### src/rtl/register_file_pkg.sv
// Processor-wide register file constants: geometry, the hardwired zero index and
// the MIPS ABI register names.
package register_file_pkg;

    localparam int unsigned REG_DATA_WIDTH = 32;
    localparam int unsigned REG_ADDR_WIDTH = 5;
    localparam int unsigned REG_COUNT      = 2 ** REG_ADDR_WIDTH;

    typedef logic [REG_ADDR_WIDTH-1:0] regAddr_t;
    typedef logic [REG_DATA_WIDTH-1:0] regData_t;

    localparam regAddr_t REG_ZERO = 5'd0;

    // MIPS ABI names for commonly used registers.
    localparam regAddr_t REG_T0 = 5'd8;
    localparam regAddr_t REG_T1 = 5'd9;
    localparam regAddr_t REG_T2 = 5'd10;
    localparam regAddr_t REG_T3 = 5'd11;
    localparam regAddr_t REG_T4 = 5'd12;
    localparam regAddr_t REG_T5 = 5'd13;
    localparam regAddr_t REG_T6 = 5'd14;
    localparam regAddr_t REG_T7 = 5'd15;
    localparam regAddr_t REG_S0 = 5'd16;
    localparam regAddr_t REG_S1 = 5'd17;
    localparam regAddr_t REG_S2 = 5'd18;
    localparam regAddr_t REG_S3 = 5'd19;
    localparam regAddr_t REG_S4 = 5'd20;
    localparam regAddr_t REG_S5 = 5'd21;
    localparam regAddr_t REG_S6 = 5'd22;
    localparam regAddr_t REG_S7 = 5'd23;
    localparam regAddr_t REG_T8 = 5'd24;
    localparam regAddr_t REG_T9 = 5'd25;
    localparam regAddr_t REG_RA = 5'd31;

    // Index 0 is hardwired to zero, so it is never a legal write target.
    function automatic logic isWritable(input regAddr_t addr);
        return addr != REG_ZERO;
    endfunction

endpackage

### src/rtl/register_file_if.sv
// Register file access bus: two combinational read ports and one clocked write port.
interface register_file_if #(
    parameter int unsigned DATA_WIDTH = 32,
    parameter int unsigned ADDR_WIDTH = 5
);

    logic [ADDR_WIDTH-1:0] ReadRegister1;
    logic [ADDR_WIDTH-1:0] ReadRegister2;
    logic [ADDR_WIDTH-1:0] WriteRegister;
    logic [DATA_WIDTH-1:0] WriteData;
    logic                  RegWrite;
    logic [DATA_WIDTH-1:0] ReadData1;
    logic [DATA_WIDTH-1:0] ReadData2;

    modport master (
        output ReadRegister1,
        output ReadRegister2,
        output WriteRegister,
        output WriteData,
        output RegWrite,
        input  ReadData1,
        input  ReadData2
    );

    modport slave (
        input  ReadRegister1,
        input  ReadRegister2,
        input  WriteRegister,
        input  WriteData,
        input  RegWrite,
        output ReadData1,
        output ReadData2
    );

endinterface

### src/rtl/register_file.sv
// 32 x 32-bit MIPS general-purpose register file; register 0 reads as zero and
// ignores writes. Reads are combinational with no write-to-read bypass.
module register_file
    import register_file_pkg::*;
#(
    parameter int unsigned DATA_WIDTH = REG_DATA_WIDTH,
    parameter int unsigned ADDR_WIDTH = REG_ADDR_WIDTH
) (
    input  logic            Clk,
    input  logic            Rst,
    register_file_if.slave  bus
);

    localparam int unsigned Depth = 2 ** ADDR_WIDTH;

    logic [DATA_WIDTH-1:0] regs [Depth];
    logic                  writeEn;

    assign writeEn = bus.RegWrite && (bus.WriteRegister != '0);

    // Reset wins over a concurrent write.
    always_ff @(posedge Clk) begin
        if (Rst) begin
            for (int i = 0; i < Depth; i++) begin
                regs[i] <= '0;
            end
        end else if (writeEn) begin
            regs[bus.WriteRegister] <= bus.WriteData;
        end
    end

    // Index 0 is forced to zero so its value never depends on stored state.
    assign bus.ReadData1 = (bus.ReadRegister1 == '0) ? '0 : regs[bus.ReadRegister1];
    assign bus.ReadData2 = (bus.ReadRegister2 == '0) ? '0 : regs[bus.ReadRegister2];

endmodule

### src/flat_wrapper.sv
// flat-port wrapper written by rule: the top's interface ports become plain ports
module register_file_flat import register_file_pkg::*;
#(
    parameter int unsigned DATA_WIDTH = REG_DATA_WIDTH,
    parameter int unsigned ADDR_WIDTH = REG_ADDR_WIDTH
)
  (Clk, Rst, bus_ReadRegister1, bus_ReadRegister2, bus_WriteRegister, bus_WriteData, bus_RegWrite, bus_ReadData1, bus_ReadData2);
  register_file_if #(.DATA_WIDTH(DATA_WIDTH), .ADDR_WIDTH(ADDR_WIDTH)) bus_i ();
  input  logic Clk;
  input  logic Rst;
  input wire logic [$bits(bus_i.ReadRegister1)-1:0] bus_ReadRegister1;
  input wire logic [$bits(bus_i.ReadRegister2)-1:0] bus_ReadRegister2;
  input wire logic [$bits(bus_i.WriteRegister)-1:0] bus_WriteRegister;
  input wire logic [$bits(bus_i.WriteData)-1:0] bus_WriteData;
  input wire logic [$bits(bus_i.RegWrite)-1:0] bus_RegWrite;
  output wire logic [$bits(bus_i.ReadData1)-1:0] bus_ReadData1;
  output wire logic [$bits(bus_i.ReadData2)-1:0] bus_ReadData2;
  assign bus_i.ReadRegister1 = bus_ReadRegister1;
  assign bus_i.ReadRegister2 = bus_ReadRegister2;
  assign bus_i.WriteRegister = bus_WriteRegister;
  assign bus_i.WriteData = bus_WriteData;
  assign bus_i.RegWrite = bus_RegWrite;
  assign bus_ReadData1 = bus_i.ReadData1;
  assign bus_ReadData2 = bus_i.ReadData2;
  register_file #(.DATA_WIDTH(DATA_WIDTH), .ADDR_WIDTH(ADDR_WIDTH)) u_core (.Clk(Clk), .Rst(Rst), .bus(bus_i));
endmodule
### config.mk
export PLATFORM = sky130hd
export DESIGN_NAME = register_file_flat
export DESIGN_NICKNAME = d
export VERILOG_FILES = /design/src/rtl/register_file_pkg.sv /design/src/rtl/register_file_if.sv /design/src/rtl/register_file.sv /design/src/flat_wrapper.sv
export SDC_FILE = /design/constraint.sdc
export NUM_CORES = 2
export LEC_CHECK = 0
export CAP_MARGIN = 20
export CORE_ASPECT_RATIO = 1.25
export CORE_MARGIN = 2
export CORE_UTILIZATION = 55
export CTS_BUF_LIST = sky130_fd_sc_hd__clkbuf_8
export DETAILED_ROUTE_END_ITERATION = 10
export PLACE_DENSITY = 0.72
export SLEW_MARGIN = 20
export SYNTH_ARGS = -nofsm -noshare
export SYNTH_HDL_FRONTEND = slang
export SYNTH_SLANG_ARGS = --single-unit
### constraint.sdc
create_clock -name Clk -period 7.7 [get_ports Clk]
set_input_delay 1.925 -clock Clk [delete_from_list [all_inputs] [get_ports Clk]]
set_output_delay 1.925 -clock Clk [all_outputs]
set_load 0.02 [all_outputs]
== Word-level counts from Yosys, hierarchy flattened ==
Memories as Yosys holds them, arrays and structs flattened.
Cells that the tools add are included.

* Register bits after elaboration: 0
* Latch bits: 0
* RAM bits: 1024
* ROM bits: 0
* Input bits: 50
* Output and inout bits: 64
* Word-level logic and storage cells: 16
* Memories: 1

{| class="wikitable"
|+ Memory list
! name !! depth !! bits a word !! read ports !! clocked after memory_dff !! wr ports !! RTL line !! text
|-
| u_core.regs || 32 || 32 || 2 || 0 || 32 || register_file.sv:16 || <nowiki>logic [DATA_WIDTH-1:0] regs [Depth];</nowiki>
|}

* $add $sub $neg: 0
* Multipliers: 0
* Divide/modulo/power cells: 0
* Magnitude comparators: 0
* Eq/ne operators: 0
* Shift-type cells: 0
* Mux-type cells: 10
* Bitwise logic cells: 0
* Reduce and logical (&&, ||, !) cells: 5

{| class="wikitable"
|+ Operators by type and width
! kind !! count
|-
| $mux 32 || 3
|-
| $reduce_or 32->1 || 1
|-
| $logic_not 5->1 || 2
|-
| $mux 1 || 6
|-
| $mux 5 || 1
|-
| $reduce_bool 5->1 || 1
|-
| $logic_and 1x1->1 || 1
|}

== Longest topological paths before layout ==
* Word-level depth: 7
* Mapped depth: 8
* Depth with buffers taken out: 4

== Worst setup path before layout ==
No wires, ideal clock.

* Path kind: in2out
* Start point: in bus_ReadRegister2[0]
* End point: out bus_ReadData2[18]
* Arrival time: 3.584 ns
* Data required time: 5.775 ns
* Path slack: 2.191 ns
* Stages: 7
* Path through: buf_2 -> inv_1 -> buf_2 -> buf_2 -> clkbuf_1 -> o2111ai_1 -> a311oi_1

* Word-level cells in the longest chain between the ends: 2
* Elaborated cells on any way between the ends: 3

{| class="wikitable"
|+ Ends and longest elaborated chain
! element !! RTL line !! text
|-
| from (decl) || flat_wrapper.sv:12 || <nowiki>input wire logic [$bits(bus_i.ReadRegister2)-1:0] bus_ReadRegister2;</nowiki>
|-
| $mem_v2 32x32 or $logic_not 5->1 (tied branches) || n/a ||
|-
| $mux 32 * || register_file.sv:34 || <nowiki>assign bus.ReadData2 = (bus.ReadRegister2 == '0) ? '0 : regs[bus.ReadRegister2];</nowiki>
|-
| to (decl) || flat_wrapper.sv:17 || <nowiki>output wire logic [$bits(bus_i.ReadData2)-1:0] bus_ReadData2;</nowiki>
|}

Mark *: on every way between the ends. The rest lies on a longest branch, timed or not.

== Worst setup path in the final report ==
* Start point: in bus_ReadRegister1[1]
* End point: out bus_ReadData1[7]

* Word-level cells in the longest chain between the ends: 2
* Elaborated cells on any way between the ends: 3

{| class="wikitable"
|+ Ends and longest elaborated chain
! element !! RTL line !! text
|-
| from (decl) || flat_wrapper.sv:11 || <nowiki>input wire logic [$bits(bus_i.ReadRegister1)-1:0] bus_ReadRegister1;</nowiki>
|-
| $mem_v2 32x32 or $logic_not 5->1 (tied branches) || n/a ||
|-
| $mux 32 * || register_file.sv:33 || <nowiki>assign bus.ReadData1 = (bus.ReadRegister1 == '0) ? '0 : regs[bus.ReadRegister1];</nowiki>
|-
| to (decl) || flat_wrapper.sv:16 || <nowiki>output wire logic [$bits(bus_i.ReadData1)-1:0] bus_ReadData1;</nowiki>
|}

Marks and branches as above.

==> run_results.csv <==
group,metric,value,unit
status,status,"complete, no violations",
global_route,antenna_found_initial,14,
logic_synthesis,ys_ff_latch,1024,
cells_and_area,syn_to_final_growth,10.1,%
floorplanning,core_area,99100,µm²
routing,via_per_inst,6.90,
clock_tree,ctsHoldBuffers,0,
clock_tree,clock_path_buffers,3,
timing,setup_tns,0,ns
timing,relSlewSlack,0.191,
clock_tree,post_cts_buffers,0,
routing,wl_per_cell,34.4,µm
setup_path,critPathMaxFanout,31,
worst_hold_path,hold_class,"input port to flop",
logic_synthesis,synthArstFlopShare,0,
timing,fmax,0.134,GHz
routing,drt-total-wl,182000,µm
logic_synthesis,yosysSeqAreaShare,0.559,
job,cap_violations,0,
logic_synthesis,netlist_instances,3793,
setup_path,slowest_stage,"or3b_2",
timing,fin_crit,7.48,ns
worst_hold_path,hold_path_depth,1,
routing,drt_iter0_drc,5037,
global_route,grt_max_degree,81,
pwr,p_leak,21.6,nW
floorplanning,die_w,287,µm
timing,worst_pin_slew,1.21,ns
clock_tree,ctsResizeCount,0,
pwr,combPwrFrac,0.135,
logic_synthesis,synth_area_leader_cell,"edfxtp_1",
routing,vias,36464,
setup_path,worstPathCellList,"buf_6, or3b_2, buf_4, o221ai_1, a221oi_2, a211oi_1, clkdlybuf4s50_1",
clock_tree,htree_levels,4,
clock_tree,cts_tree,"built",
cells_and_area,largest_register,"u_core.regs",
logic_synthesis,ys_top_cells_by_area,"edfxtp_1, mux4_2, and2_1, mux2i_1, mux4_1",
routing,drc_errors,0,
floorplanning,start_util,0.555,
logic_synthesis,ys_warn_count,0,
setup_path,cp.required,5.78,ns
logic_synthesis,synth_edf_count,1024,
setup_path,max_stage_delay,0.94,ns
logic_synthesis,synth_most_common_cell,"edfxtp_1",
pwr,p_int,0.00939,W
timing,finalCritPeriodShare,0.971,
floorplanning,ios,114,
setup_path,arrival,5.55,ns
timing,drv_slew,0,
cells_and_area,largest_reg_flops,1024,
placed_design,hpwl,111000,µm
floorplanning,dieArea,103000,µm²
clock_tree,cts_made_buffers,163,
setup_path,worst-path-buf-inv,3,
setup_path,cp-start-kind,"input port",
setup_path,crit_type,"input port to output port",
pwr,clockPowerShare,0.350,
timing,setup_viol,0,
pwr,vdd_drop_max,0.189,mV
routing,ant_nets,0,
logic_synthesis,synth_commonest_cells,"edfxtp_1, and2_1, mux2i_1",
logic_synthesis,syn_avg_cell_area,14.5,µm²
pwr,powerDensity,212,nW/µm²
logic_synthesis,synth_area,55000,µm²
floorplanning,die_y,358,µm
pwr,p_sw_frac,0.268,
pwr,p_sw,0.00344,W
clock_tree,clkTransAtPathRegs,0.06,ns
setup_path,end_kind,"output port",
global_route,first_global_vias,36469,
clock_tree,cts_num_sinks,1024,
cells_and_area,drive_above_1_share,0.212,
timing,hold_viol,0,
cells_and_area,num-nets-final,3889,
setup_path,critPathTopFamily,"buffers and inverters",
cells_and_area,final_core_util,0.611,
global_route,grt_use_total,0.355,
pwr,seqPwrFrac,0.515,
global_route,grt_overflow,0,
timing,rsz0062_at_grt,"no",
placed_design,io_buffers,113,
global_route,grt_pass1_wl,257000,µm
placed_design,place_congestion,0.963,
routing,first_pass_iters,6,
cells_and_area,reg_top3,"u_core.regs (1024)",
logic_synthesis,synth.top_cell.area_share,0.559,
clock_tree,cts_root_buf,"clkbuf_8",
setup_path,crit_cells,7,
floorplanning,rows,129,
logic_synthesis,ys.flop_type,"edfxtp_1",
logic_synthesis,yosys.cell_types.count,41,
## layout by cell type (no fill, tap or decap), types with 18 or more instances in the layout
cell | synthesis | layout
and2_1 | 994 | 993
mux2_2 | 64 | 64
mux2i_1 | 320 | 320
or2_2 | 31 | 28
a221oi_1 | 31 | 31
clkinv_2 | 0 | 18
a22oi_1 | 64 | 64
o21ai_0 | 47 | 47
a211oi_1 | 64 | 64
o221ai_1 | 64 | 64
mux4_2 | 298 | 298
conb_1 | 1 | 32
clkdlybuf4s50_1 | 0 | 79
nor2b_1 | 37 | 32
nor2_2 | 2 | 22
mux4_1 | 54 | 54
a21oi_1 | 32 | 32
nand4_1 | 32 | 32
a311oi_1 | 32 | 32
inv_1 | 2 | 50
clkinv_1 | 0 | 43
edfxtp_1 | 1024 | 1024
nand2_1 | 101 | 101
clkbuf_8 | 0 | 168
buf_4 | 43 | 144
## per-layer routing
metal,vias to the layer above,part of all wire,track usage
met2,2742,0.46,0.547
met4,6,0.081,0.252
met5,-,0.00024,0
met3,645,0.12,0.0920
met1,18399,0.34,0.440
li1,14672,-,-
## worst paths after layout
kind                                to            startpoint
max                   bus_ReadData1[7]  bus_ReadRegister1[1]
min   u_core.regs[0][24]$_SDFFCE_PN0P_                   Rst
## power by group through the flow
| stage | registers, W | clock network (W) | logic (W) |
|---|---|---|---|
| 5_1_grt | 0.00663 | 0.00473 | 0.00177 |
| 4_1_cts | 0.00660 | 0.00450 | 0.00170 |
| 6_report | 0.00661 | 0.00449 | 0.00173 |
| 2_1_floorplan | 0.00664 | 0 | 0.00103 |
| 3_3_place_gp | 0.00669 | 0 | 0.00168 |
| 3_5_place_dp | 0.00671 | 0 | 0.00169 |
## area by class of cell
type	count	area, µm²
well taps	1310	1640
multi-input cells	2386	22700
clock buffers	168	2310
clock inverters	127	729
diodes	8	20.0
fillers	7430	38500
inverters	2	8.76
repair buffers	262	2380
flip-flops and latches	1024	30700
## through the flow
step	std cells	total power [W]	setup slack, ns	hold slack, ns	area (µm²)
floorplan	3824	0.00767	2.19	2.12	55200
global placement	4983	0.00838	0.447	2.40	57600
detailed placement	4984	0.00840	0.405	2.40	57600
CTS	5279	0.0128	0.402	1.48	60600
global route	5283	0.0131	0.129	1.52	60600
finish	5287	0.0128	0.224	1.54	60600
## cells by family (layout without fill, tap and decap cells)
kind of cell	Yosys count	in the layout	synth area share
flip-flops	1024	1024	0.559
multiplexers	736	736	0.219
buffers and inverters	414	559	0.0341
other	1	40	0.0000681
AO/OA/AOI/OAI	367	367	0.0519
AND/OR/NAND/NOR	1251	1251	0.136
(Power assumes the default switching activity.)
